File: config.mk
export PLATFORM = sky130hd
export DESIGN_NAME = ioctl_upload_reader
export DESIGN_NICKNAME = d
export VERILOG_FILES = /design/src/rtl/ioctl_upload_reader.sv
export SDC_FILE = /design/constraint.sdc
export NUM_CORES = 1
export LEC_CHECK = 0
export CAP_MARGIN = 20
export CORE_ASPECT_RATIO = 1.75
export CORE_UTILIZATION = 44
export DETAILED_ROUTE_END_ITERATION = 16
export PLACE_DENSITY_LB_ADDON = 0.15
export SETUP_SLACK_MARGIN = 0.2
export SLEW_MARGIN = 30
export SYNTH_ARGS = -nofsm -noshare
export SYNTH_HDL_FRONTEND = slang
export SYNTH_SLANG_ARGS = --single-unit
File: constraint.sdc
create_clock -name clk -period 1.9 [get_ports clk]
set_input_delay 0.475 -clock clk [delete_from_list [all_inputs] [get_ports clk]]
set_output_delay 0.475 -clock clk [all_outputs]
set_load 0.02 [all_outputs]
File: src/rtl/ioctl_upload_reader.sv
// ioctl_upload_reader: serves host upload byte reads from 16-bit Hack RAM through a one-word cache
module ioctl_upload_reader #(
  parameter int MEM_AW = 15
) (
  input  logic              clk,
  input  logic              reset,
  input  logic              ioctl_upload,
  input  logic              ioctl_rd,
  input  logic [24:0]       ioctl_addr,
  output logic [7:0]        ioctl_din,
  output logic              ioctl_wait,
  output logic              mem_req,
  output logic [MEM_AW-1:0] mem_addr,
  input  logic              mem_gnt,
  input  logic [15:0]       mem_q,
  output logic              busy
);
  localparam logic [1:0] IDLE = 2'd0;
  localparam logic [1:0] REQ  = 2'd1;
  localparam logic [1:0] DATA = 2'd2;
  logic [1:0]        state_q, state_d;
  logic [7:0]        din_q, din_d;
  logic              wait_q, wait_d;
  logic              req_q, req_d;
  logic [MEM_AW-1:0] addr_q, addr_d;
  logic              sel_q, sel_d;
  logic [MEM_AW-1:0] cache_addr_q, cache_addr_d;
  logic [15:0]       cache_data_q, cache_data_d;
  logic              cache_valid_q, cache_valid_d;
  logic [MEM_AW-1:0] word;
  logic              hit;
  logic              unused_addr;
  // upper host address bits are deliberately dropped so addresses wrap
  assign unused_addr = ^ioctl_addr;
  assign word = ioctl_addr[MEM_AW:1];
  assign hit  = cache_valid_q && (word == cache_addr_q);
  // next-state: upload low aborts everything; otherwise IDLE -> (hit | REQ) -> DATA -> IDLE
  always_comb begin
    state_d       = state_q;
    din_d         = din_q;
    wait_d        = wait_q;
    req_d         = req_q;
    addr_d        = addr_q;
    sel_d         = sel_q;
    cache_addr_d  = cache_addr_q;
    cache_data_d  = cache_data_q;
    cache_valid_d = cache_valid_q;
    if (!ioctl_upload) begin
      state_d       = IDLE;
      req_d         = 1'b0;
      wait_d        = 1'b0;
      cache_valid_d = 1'b0;
    end else begin
      case (state_q)
        IDLE: if (ioctl_rd) begin
          if (hit) begin
            din_d = ioctl_addr[0] ? cache_data_q[15:8] : cache_data_q[7:0];
          end else begin
            addr_d  = word;
            sel_d   = ioctl_addr[0];
            req_d   = 1'b1;
            wait_d  = 1'b1;
            state_d = REQ;
          end
        end
        REQ: if (mem_gnt) begin
          req_d   = 1'b0;
          state_d = DATA;
        end
        DATA: begin
          cache_data_d  = mem_q;
          cache_addr_d  = addr_q;
          cache_valid_d = 1'b1;
          din_d         = sel_q ? mem_q[15:8] : mem_q[7:0];
          wait_d        = 1'b0;
          state_d       = IDLE;
        end
        default: state_d = IDLE;
      endcase
    end
  end
  // state registers, cleared immediately by the active-low reset
  always_ff @(posedge clk or negedge reset) begin
    if (!reset) begin
      state_q       <= IDLE;
      din_q         <= 8'h00;
      wait_q        <= 1'b0;
      req_q         <= 1'b0;
      addr_q        <= '0;
      sel_q         <= 1'b0;
      cache_addr_q  <= '0;
      cache_data_q  <= 16'h0000;
      cache_valid_q <= 1'b0;
    end else begin
      state_q       <= state_d;
      din_q         <= din_d;
      wait_q        <= wait_d;
      req_q         <= req_d;
      addr_q        <= addr_d;
      sel_q         <= sel_d;
      cache_addr_q  <= cache_addr_d;
      cache_data_q  <= cache_data_d;
      cache_valid_q <= cache_valid_d;
    end
  end
  assign ioctl_din  = din_q;
  assign ioctl_wait = wait_q;
  assign mem_req    = req_q;
  assign mem_addr   = addr_q;
  assign busy       = (state_q != IDLE);
endmodule
Word-level counts from Yosys, hierarchy flattened --
Index checks and enable logic that the tools add are counted.
Word-level totals: bits in registers 60, bits of input ports 46, output and inout bits 26
Cells by class: equality and inequality tests 11, multiplexer cells 19, bitwise gates (word level) 1, reductions and logical operators 10
Operators with widths (number):
- 8-bit two-way mux | 4
- 8-bit case mux with 2 select lines | 1
- 15-bit == test | 1
- 4-bit AND reduction | 3
- 3-bit != test, second input constant | 3
- 2-bit two-way mux | 4
- 1-bit two-way mux | 7
- 3-bit by 1-bit != test with 1-bit output, second input constant | 2
- 3-bit AND reduction | 2
- 2-bit != test, second input constant | 2
- 1-bit case mux with 2 select lines | 2
- 2-bit case mux with 2 select lines | 1
- 2-bit nonzero test | 2
- 2-bit by 1-bit == test with 1-bit output, second input constant | 1
- 2-bit == test, second input constant | 1
- 2-bit logical NOT | 1
- 2-bit by 1-bit != test with 1-bit output, second input constant | 1
- 2-bit AND reduction | 1
- 1-bit logical AND | 1
- 1-bit NOT | 1

Logic depth before layout (Yosys ltp) --
depth after elaboration 6, gate-level depth with buffers 7, depth with buffers taken out 5

Least setup slack after synthesis --
Ideal clock, no wire load.
path kind input to register, start input port ioctl_addr[11], end register addr_q[10] (netlist: mem_addr[10]), setup time 125 ps, data arrival time 1891 ps, required time 1775 ps, setup slack -116 ps, stages 7, buffers on the path 2, cell sequence xnor2_1 nand4_1 or4_1 buf_6 nand2_4 buf_12 mux2_4
On the way: longest elaborated chain between the ends 4
Ends and longest elaborated chain:
- start: declaration | line 9 | input logic [24:0] ioctl_addr,
- 15-bit == test | line 36 | assign hit = cache_valid_q && (word == cache_addr_q);
- 1-bit logical AND | line 36
- 1-bit NOT (no line)
- 4-bit AND reduction (no line)
- end signal: assignment | line 99 | addr_q <= addr_d;
- end: declaration | line 25 | logic [MEM_AW-1:0] addr_q, addr_d;
Parallel ways exist; a longest one is shown, timed or not. A chain may end at the register's enable or synchronous reset.

Worst setup path in the final report --
start input port ioctl_addr[9], end register addr_q[4] (netlist: mem_addr[4])
On the way: longest elaborated chain between the ends 4
Ends and longest elaborated chain (line):
- 15-bit == test | 36
- 1-bit logical AND | 36
- 1-bit NOT (no line)
- 4-bit AND reduction (no line)
Every way passes these cells.

==> results.json <==
{
  "status": "finished with violations",
  "violations": "setup timing",
  "initial_core_util_pct": 46.11,
  "yosysSeqAreaShare_pct": 51.88,
  "yosys.cell_types.count": 27,
  "place_ws_ns": -0.7848,
  "holdWs_ns": 0.1442,
  "place.gp.congestion": 0.7846,
  "dpl_cell_area_sq_um": 3754,
  "synth-seq-cells": 60,
  "min_path_type": "in2async",
  "core_sq_um": 6276,
  "reg2reg_from": "cache_addr_q[11]",
  "post-cts-setup-buffers": 0,
  "cp_slowest_cell": "or4_4",
  "required_ns": 2.10,
  "antenna_left": 0,
  "drtPass1Iterations": 4,
  "htreeDepth": 3,
  "start_kind": "input port",
  "crit_start": "ioctl_addr[9]",
  "fin_ws_ns": -0.05939,
  "io_buffers": 62,
  "track_usage_pct": 21.90,
  "rows": 38,
  "critPathMaxFanout": 8,
  "drc": 0,
  "rsz0062_at_grt": "true",
  "max_freq_mhz": 510.4,
  "wire_per_inst_um": 15.23,
  "area_growth_pct": 36.62,
  "synthFlopType": "dfrtp_1",
  "powerDensity_nw_per_um2": 976.8,
  "critical_path_class": "in2reg",
  "layout.cells.non_filler": 448,
  "netlist.area_leader.share_pct": 51.88,
  "clockBufferDepth": 2,
  "clockRootBuffer": "clkbuf_8",
  "end_kind": "flop",
  "vias": 2283,
  "drive_gt1_share_pct": 19.02,
  "worstSkewPairLatency_ns": 0.33,
  "clkTransAtPathRegs_ns": 0.07,
  "grt_max_degree": 33,
  "relSlewSlack_pct": 68.11,
  "worstMarginPinSlew_ns": 0.4784,
  "clock-sinks": 60,
  "p_total_uw": 3862,
  "grt_pass1_vias": 2375,
  "slew_violations": 0,
  "synth.avg_cell_area_sq_um": 10.08,
  "dp_hpwl_um": 4662,
  "hold_viol": 0,
  "die_w_um": 63.31,
  "synth_edf_count": 0,
  "syn-cell-area_sq_um": 2894,
  "final.period_utilization_pct": 103.1,
  "setup_viol": 17,
  "die_h_um": 109.3,
  "pin_count": 72,
  "r2r_cells": 5,
  "die-area_sq_um": 6918,
  "async_reset_ff_share_pct": 100.0,
  "synth_top_cell_by_area": "dfrtp_1",
  "cts_tree": "done",
  "antennaDiodeCount": 0,
  "synthTopCellsByCount": "nand2_1 (103), dfrtp_1 (60), o211ai_1 (16), xnor2_1 (15), mux2_2 (14)",
  "nNetsFinal": 409,
  "worstPathCellList": "dlygate4sd2_1 > xnor2_2 > nand4_1 > or4_4 > nand2_8 > mux2_4",
  "synth_nets": 333,
  "drt_wl_total_um": 6822,
  "grt-ovfl-total": 0,
  "fin_skew_ns": 0.01087,
  "drt_iter0_markers": 157,
  "path_delay_family": "simple AND/OR/NAND/NOR gates",
  "grt_pass1_wl_um": 11230,
  "antenna_found_initial": 0,
  "design_area_sq_um": 3954,
  "fin_crit_ns": 1.959,
  "syn-instance-count": 287,
  "ys_warn_count": 0,
  "critPathBufInv": 1,
  "dp_cells": 431,
  "cp.arrival_ns": 2.16,
  "slowest_delay_ns": 0.64,
  "cts_buffers": 9,
  "synth.most_common_cell": "nand2_1",
  "viasPerCell": 5.096,
  "cp.depth": 6,
  "p_leak_uw": 0.001926,
  "peakVddDrop_uv": 709.4,
  "maxCapViolCount": 0,
  "netlist_top_cells_area": "dfrtp_1 (52%), nand2_1 (13%), mux2_2 (5.4%), mux2_4 (5.2%), xnor2_1 (4.5%)"
}
where the power goes:
group / switching [uW] / total, uW / internal (uW)
logic: 433 / 947 / 514
clock network: 487 / 1160 / 673
registers: 205 / 1750 / 1550
state kept, by name (all words and copies together) (netlist names):
signal,count
cache_valid_q,1
state_q,2
sel_q,1
cache_data_q,16
mem_req,1
cache_addr_q,15
mem_addr,15
ioctl_din,8
ioctl_wait,1
cells by family (layout without fill, tap and decap cells):
| family | count (synthesis) | in the layout | share of synthesized area [%] |
|---|---|---|---|
| simple gates | 132 | 133 | 19.59 |
| mux | 32 | 32 | 13.40 |
| compound gates | 30 | 30 | 7.394 |
| buf+inv | 18 | 98 | 3.199 |
| xor+xnor | 15 | 15 | 4.540 |
| flops | 60 | 60 | 51.88 |
per-layer routing:
metal	GRT usage [%]	vias up	wire length, um
li1	-	1119	-
met1	25.17	1107	2840
met2	38.86	48	3664
met3	3.243	9	178
met4	11.69	0	138
met5	0	-	0
worst reg2reg max path, stage by stage (launching register included):
cell and delay, ns:
dfrtp_1 0.40, xnor2_2 0.14, nand4_1 0.16, or4_4 0.64, nand2_8 0.15, mux2_4 0.32
worst paths after layout:
kind | end | slack (ns)
setup / recovery | mem_addr[4] | -0.06
hold / removal | mem_addr[13] | 0.14
setup reg to reg | mem_addr[4] | -0.04
hold reg to reg | cache_data_q[10] | 0.48
max in group asynchronous | cache_data_q[15] | 1.42
min in group clk | cache_data_q[10] | 0.48
cells in the final DEF, fill, tap and decap left out, types with 5 or more instances in the layout:
master	instances
mux2_4	16
o211ai_1	16
nor2_1	6
mux2_2	8
nand3b_1	8
xnor2_1	9
mux2i_1	8
clkbuf_8	11
dlygate4sd2_1	38
xnor2_2	6
buf_4	14
dfrtp_1	60
nand2_1	103
a22oi_1	8
nand2b_1	5
clkdlybuf4s50_1	20
final cells by class:
cell class | instances | area, sq um
sequential | 60 | 1501
timing repair buffer | 80 | 739.5
clock inverter | 4 | 47.55
clock buffer | 12 | 155.1
inverter | 2 | 7.507
fill | 559 | 2322
multi-input combinational | 210 | 1403
tap | 80 | 100.1
metrics by stage:
stage	setup TNS, ns	util (%)
CTS	-0.7532	62.92
global placement	-19.12	59.81
floorplan	-0.7226	-
global route	-2.457	63.00
finish	-0.6842	63.00
detailed placement	-19.24	59.81
what timing repair did:
action / 4_1_cts / 5_1_grt
endpoints found under the setup margin: 53 / 27
hold buffers: 0 / 0
gates resized for setup: 53 / 2
pin swaps: 8 / 6
gates cloned: 1 / 0
endpoints found under the hold margin: 0 / 0
No activity file was read; power rests on OpenSTA's default activity.
